File: config.mk
export PLATFORM = sky130hd
export DESIGN_NAME = down_counter_seq
export DESIGN_NICKNAME = d
export VERILOG_FILES = /design/src/rtl/down_counter_seq.sv
export SDC_FILE = /design/constraint.sdc
export NUM_CORES = 1
export LEC_CHECK = 0
export ABC_CLOCK_PERIOD_IN_PS = 1400
export CAP_MARGIN = 10
export CORE_MARGIN = 4
export CORE_UTILIZATION = 40
export CTS_CLUSTER_DIAMETER = 50
export DETAILED_ROUTE_END_ITERATION = 6
export HOLD_SLACK_MARGIN = 0.12
export PLACE_DENSITY = 0.73
export SETUP_SLACK_MARGIN = 0.5
export SLEW_MARGIN = 30
export SYNTH_ARGS = -nofsm -noshare
export SYNTH_HDL_FRONTEND = slang
export SYNTH_SLANG_ARGS = --single-unit
File: constraint.sdc
create_clock -name clk -period 1.4 [get_ports clk]
set_input_delay 0.42 -clock clk [delete_from_list [all_inputs] [get_ports clk]]
set_output_delay 0.42 -clock clk [all_outputs]
set_load 0.01 [all_outputs]
File: src/rtl/down_counter_seq.sv
// ---------------------------------------------------------------------------
// down_counter_seq
//
// Loadable down-counter sequencer. A start count is accepted through a
// ready/start handshake, decremented on en while running, and completion is
// flagged by a one-cycle done pulse together with borrow-out (out==0).
// Used by convolution control to track the remaining elements, rows or
// kernel taps. Instances can be chained: one block's bout/done can drive the
// next block's en/start.
//
// Parameters:
//   WIDTH        counter width in bits
//   AUTO_RELOAD  1 = restart from the stored load value after each done
//
// Ports:
//   clk     in   rising-edge clock
//   rst     in   asynchronous reset, active-low (0 = reset)
//   start   in   load request, accepted only while ready=1
//   ld_val  in   start count, sampled when start is accepted
//   en      in   decrement enable, acts only while busy
//   abort   in   cancel the current count (acts in RUN and DONE)
//   out     out  current count (registered)
//   bout    out  borrow-out, combinational, high when out==0
//   ready   out  idle, a new start will be accepted
//   busy    out  counting
//   done    out  one-cycle pulse per completed count
// ---------------------------------------------------------------------------
module down_counter_seq #(
    parameter int WIDTH       = 4,
    parameter int AUTO_RELOAD = 0
) (
    input  logic             clk,
    input  logic             rst,
    input  logic             start,
    input  logic [WIDTH-1:0] ld_val,
    input  logic             en,
    input  logic             abort,
    output logic [WIDTH-1:0] out,
    output logic             bout,
    output logic             ready,
    output logic             busy,
    output logic             done
);

    typedef enum logic [1:0] {
        S_IDLE = 2'd0,
        S_RUN  = 2'd1,
        S_DONE = 2'd2
    } state_t;

    localparam logic [WIDTH-1:0] ONE  = WIDTH'(1);
    localparam logic [WIDTH-1:0] ZERO = '0;

    state_t           r_state;
    logic [WIDTH-1:0] r_out;
    logic [WIDTH-1:0] r_rl;
    logic             r_ready;
    logic             r_busy;
    logic             r_done;

    // Final decrement: out==1 goes to 0 and completes the count. Comparing
    // with <= keeps the counter from ever wrapping below zero.
    logic w_last;
    assign w_last = (r_out <= ONE);

    // Restart path after DONE, only when reloading is enabled and the stored
    // count is non-zero (a zero-length reload would pulse done forever).
    logic w_reload;
    assign w_reload = (AUTO_RELOAD != 0) && (r_rl != ZERO);

    // The status flags are registered next to the state so they are glitch-
    // free; each transition sets all three to match the new state.
    always_ff @(posedge clk or negedge rst) begin
        if (!rst) begin
            r_state <= S_IDLE;
            r_out   <= ZERO;
            r_rl    <= ZERO;
            r_ready <= 1'b1;
            r_busy  <= 1'b0;
            r_done  <= 1'b0;
        end else begin
            case (r_state)
                S_IDLE: begin
                    if (start) begin
                        r_out <= ld_val;
                        r_rl  <= ld_val;
                        if (ld_val != ZERO) begin
                            r_state <= S_RUN;
                            r_ready <= 1'b0;
                            r_busy  <= 1'b1;
                            r_done  <= 1'b0;
                        end else begin
                            // Zero-length count completes immediately.
                            r_state <= S_DONE;
                            r_ready <= 1'b0;
                            r_busy  <= 1'b0;
                            r_done  <= 1'b1;
                        end
                    end
                end

                S_RUN: begin
                    if (abort) begin
                        r_out   <= ZERO;
                        r_state <= S_IDLE;
                        r_ready <= 1'b1;
                        r_busy  <= 1'b0;
                        r_done  <= 1'b0;
                    end else if (en) begin
                        if (w_last) begin
                            r_out   <= ZERO;
                            r_state <= S_DONE;
                            r_ready <= 1'b0;
                            r_busy  <= 1'b0;
                            r_done  <= 1'b1;
                        end else begin
                            r_out <= r_out - ONE;
                        end
                    end
                end

                S_DONE: begin
                    if (!abort && w_reload) begin
                        r_out   <= r_rl;
                        r_state <= S_RUN;
                        r_ready <= 1'b0;
                        r_busy  <= 1'b1;
                        r_done  <= 1'b0;
                    end else begin
                        r_state <= S_IDLE;
                        r_ready <= 1'b1;
                        r_busy  <= 1'b0;
                        r_done  <= 1'b0;
                    end
                end

                default: begin
                    r_out   <= ZERO;
                    r_state <= S_IDLE;
                    r_ready <= 1'b1;
                    r_busy  <= 1'b0;
                    r_done  <= 1'b0;
                end
            endcase
        end
    end

    assign out   = r_out;
    assign bout  = (r_out == ZERO);
    assign ready = r_ready;
    assign busy  = r_busy;
    assign done  = r_done;

endmodule

* Yosys cells after proc, flatten, opt, wreduce, memory -nomap -nowiden
Index checks and enable logic that the tools add are counted.
Operators by class: $lt $le $gt $ge 1, reductions and logical operators 5, muxes and demuxes 26, $mul 0, shift operators 0, bitwise operators 1, add/subtract/negate cells 1, equal/unequal tests 5, div/mod/pow operators 0
Operator list (number):
- $mux W4 | 4
- $mux W1 | 12
- $pmux W4 S3 | 1
- $mux W2 | 5
- $ne A3 B3 Y1 const B | 2
- $pmux W1 S2 | 3
- $reduce_and A3 Y1 | 2
- $le A4 B1 Y1 const B | 1
- $logic_not A4 Y1 | 1
- $pmux W2 S2 | 1
- $reduce_bool A4 Y1 | 1
- $sub A4 B1 Y4 const B | 1
- $eq A2 B1 Y1 const B | 1
- $eq A2 B2 Y1 const B | 1
- $logic_not A2 Y1 | 1
- $ne A2 B2 Y1 const B | 1
- $not A1 Y1 | 1
Word-level totals: memories 0, bits in read-only memories 0, bits in latches 0, RAM bits 0, word-level logic and storage cells 44, flip-flop bits (word level) 9

* Logic depth before layout (Yosys ltp)
word-level depth 5, gate-level depth with buffers 6, depth with buffers taken out 6

* Worst setup path after synthesis
Ideal clock, no wire load.
path kind flip-flop to flip-flop, start register r_out[0], in the netlist out[0], end register r_ready, in the netlist ready, data arrival time 1.454 ns, path buffers 0, setup slack -0.137 ns, library setup time 0.084 ns, stages on the path, launching flop included 7, cell sequence dfrtp_1 -> inv_1 -> ha_1 -> nor2_1 -> nor4b_2 -> o21ai_2 -> a221o_1
On the way: word-level cells in the longest chain between the ends 3
RTL lines:
- from (decl) | RTL line 55 | logic [WIDTH-1:0] r_out;
- from (signal assigned) | RTL line 85 | r_out <= ld_val;
- from (signal assigned) | RTL line 117 | r_out <= r_out - ONE;
- from (signal assigned) | RTL line 124 | r_out <= r_rl;
- $le A4 B1 Y1 | RTL line 64 | assign w_last = (r_out <= ONE);
- $ne A3 B3 Y1 (no source line)
- $reduce_and A3 Y1 (no source line)
- to (signal assigned) | RTL line 78 | r_ready <= 1'b1;
- to (signal assigned) | RTL line 89 | r_ready <= 1'b0;
- to (signal assigned) | RTL line 95 | r_ready <= 1'b0;
- to (decl) | RTL line 57 | logic r_ready;
No other way between the ends. A chain may end at the register's enable or synchronous reset.

* Final worst setup path
start register r_out[1], in the netlist out[1], end output bout
On the way: word-level cells in the longest chain between the ends 1
RTL lines:
- $logic_not A4 Y1 | RTL line 149 | assign bout = (r_out == ZERO);
- to (decl) | RTL line 39 | output logic bout,
No other way between the ends.

==> metrics.cfg <==
[worst_setup_path]
worst-endpoint-arrival_ns=1.20
timing.critical_path.from_type=flop
critPathCaptureType=output pin
worst_ep_required_time_ns=0.98
regToRegSetupSlack_ns=-0.20
r2r-start=out[1]$_DFFE_PN0P_
reg2reg_depth=7
r2r_end=ready$_DFFE_PN1P_
type_of_the_setup_path_with_the_least_slack=flop to output pin
path_max_fanout=2

[floorplan]
design.die.area_mm2=0.00205
die_h_um=45.3
die_x_um=45.3
coreArea_mm2=0.00130
io_pins=17
initial_utilization_pct=42.7
core.rowCount=13

[yosys]
yosys-mux-area-fraction_pct=0
synth_simple_gate_area_share_pct=25.0
count_of_state_elements_after_synthesis=8
fraction_of_the_mapped_netlist_area_in_compound_gates_pct=28.6
post_synth_inst_count=52
post_synth_most_frequent_cells=dfrtp_1, a21oi_1, nor2_1, ha_1, inv_1
yosys_warnings=0
synth_top_family_by_area=compound AO/OA/AOI/OAI gates
yosys.area_share.xor_xnor_pct=0
synth_top_area_cell=dfrtp_1
synth.net_count=64
synth-edff-count=0
synth.cell_area_um2=556
synth.top_cell.area_share_pct=31.5
synth_seq_area_share_pct=36.3
async_reset_ff_share_pct=100
area_contributors_post_synth=dfrtp_1, ha_1, dfstp_2
unique_cell_type_count_in_the_yosys_netlist=33
post_synth_fa_ha_maj_area_fraction_pct=6.76
synth_most_common_cell=dfrtp_1
synth_top_flop_cell=dfrtp_1
synthesis.area_per_instance_um2=10.7

[timing]
max_slew_margin_pct=76.0
layout_min_cycle_time_ns=1.62
fin_ws_ns=-0.218
period_share_pct=116
fin_worst_skew_ns=0.00100
report.final.setup_viol=9
rsz_0062_raised_after_global_routing=yes
timing_hold_violations_final=0
achievable-frequency_mhz=618
tightest_slew_ns=0.358
report.final.slew_viol_count=0

[place]
io_buffer_count=16
dpl_cell_area_um2=891
hpwl_um=1270
gp_congestion=0.851

[power]
p_leak_nw=0.471
netSwitchingPower_uw=966
cell_internal_pwr_mw=1.39
vdd_ir_drop_max_v=0.00144
swShare_pct=41.1
finalPower_mw=2.35
pwr-share-comb_pct=73.1
power.density_mw_per_mm2=2220
power.sequential.fraction_pct=18.9
power_share_of_the_clock_group_pct=8.0

[clock_network]
clkSlewWorstSetupHoldPaths_ns=0.05
ctsRootBufferMaster=clkbuf_4
cts_buffer_depth=2
cts_tree=done
holdBufCountCts=0
numCtsBuffers=3
insertion_delay_ns=0.25
numClockSinks=8
cts_htree_levels=1

[worst_hold_path]
hold_path_class=input pin to async pin

[global_route]
gr-total-overflow=0
grt_antenna_before_repair=0
first_pass_grt_wire_length_um=3110
grt_usage_pct=21.8
vias_in_the_first_global_route=677
maximum_number_of_pins_on_one_net_before_global_route_repair=9

[routing]
drc=0
wire_per_inst_um=16.1
dr.first_iter.drc_count=15
postRouteAntennaNets=0
detailroute.via_count=605
finalWirelength_um=1770
via_per_inst=5.50
pre_repair_dr_iteration_count=3

[cells_and_area]
post_route_cells_drive_above_1_share_pct=65.3
area_of_all_placed_cells_without_fillers_mm2=0.00106
num_antenna_cells=0
synthToLayoutAreaGrowth_pct=90.5
nets=108

[job]
cap_viol_max_count=0

[outcome]
status=finished, violations left
failed_checks=setup timing

[how the worst max path moves through the flow]
stage                       startpoint                  to  slack [ns]  cells after the start
floorplan           out[1]$_DFFE_PN0P_   ready$_DFFE_PN1P_       -0.10                      6
detailed placement               abort  out[2]$_DFFE_PN0P_       -0.47                      5
CTS                 out[0]$_DFFE_PN0P_                bout       -0.21                      4
global placement                 abort  out[1]$_DFFE_PN0P_       -0.48                      5
global route        out[1]$_DFFE_PN0P_                bout       -0.29                      4
finish              out[1]$_DFFE_PN0P_                bout       -0.22                      4
[routing by layer]
layer	part of all wire [%]	up-vias	GRT usage, %
met2	56	19	39.5
met4	0	0	4.68
met5	0	-	0
met3	6.7	0	9.96
li1	-	285	-
met1	37	301	22.6
[registers in the layout, indices dropped and copies added (netlist names)]
register and flops:
ready 1, busy 1, out 4, r_state 2
[power by group through the flow]
stage                     registers, mW  logic (mW)  clock network [mW]
after floorplan                   0.534       0.648                   0
after global placement            0.432        1.35                   0
after detailed placement          0.434        1.38                   0
after CTS                         0.428        1.61               0.195
after global routing              0.458        1.85               0.214
final                             0.445        1.72               0.188
[critical path: stages, from the launching register on]
cell and delay, ns:
dfrtp_1 0.40, inv_2 0.10, ha_4 0.13, nor3b_4 0.17, buf_2 0.15
[repair_timing]
action / in CTS / in global routing
pin swaps: 9 / 3
buffers inserted: 5 / 3
gates resized for setup: 49 / 8
setup endpoints to repair: 16 / 16
[kinds of logic (layout without fill, tap and decap cells)]
family	Yosys count	in the layout
buffers and inverters	4	47
DFF	8	8
AOI/OAI and AO/OA	20	20
and+or+nand+nor	17	17
adders and majority gates	3	3
[cell type report]
type	count	area [um^2]
clock buffers	4	26.3
fillers	77	243
inverters	3	11.3
multi-input cells	40	454
flip-flops and latches	8	204
well taps	15	18.8
repair buffers	40	344
[cell usage in the layout, fill, tap and decap left out, drive strengths merged, types with 3 or more instances in the layout]
master         instances
a21oi                  5
buf                   32
o21ai                  6
clkbuf                 4
clkdlybuf4s50          6
inv                    3
nor2                   5
ha                     3
dfrtp                  7
nor3b                  3
[through the flow]
stage / hold WS (ns) / std cells / TNS, ns / utilization (%) / worst slack (ns)
2_1_floorplan: 0.124 / 52 / -0.253 / - / -0.102
4_1_cts: 0.444 / 107 / -1.09 / 77.6 / -0.211
3_3_place_gp: 0.465 / 98 / -3.68 / 68.5 / -0.476
3_5_place_dp: 0.464 / 98 / -3.70 / 68.5 / -0.474
6_report: 0.443 / 110 / -1.16 / 81.3 / -0.218
5_1_grt: 0.441 / 110 / -1.69 / 81.3 / -0.289
(Power assumes the default switching activity.)
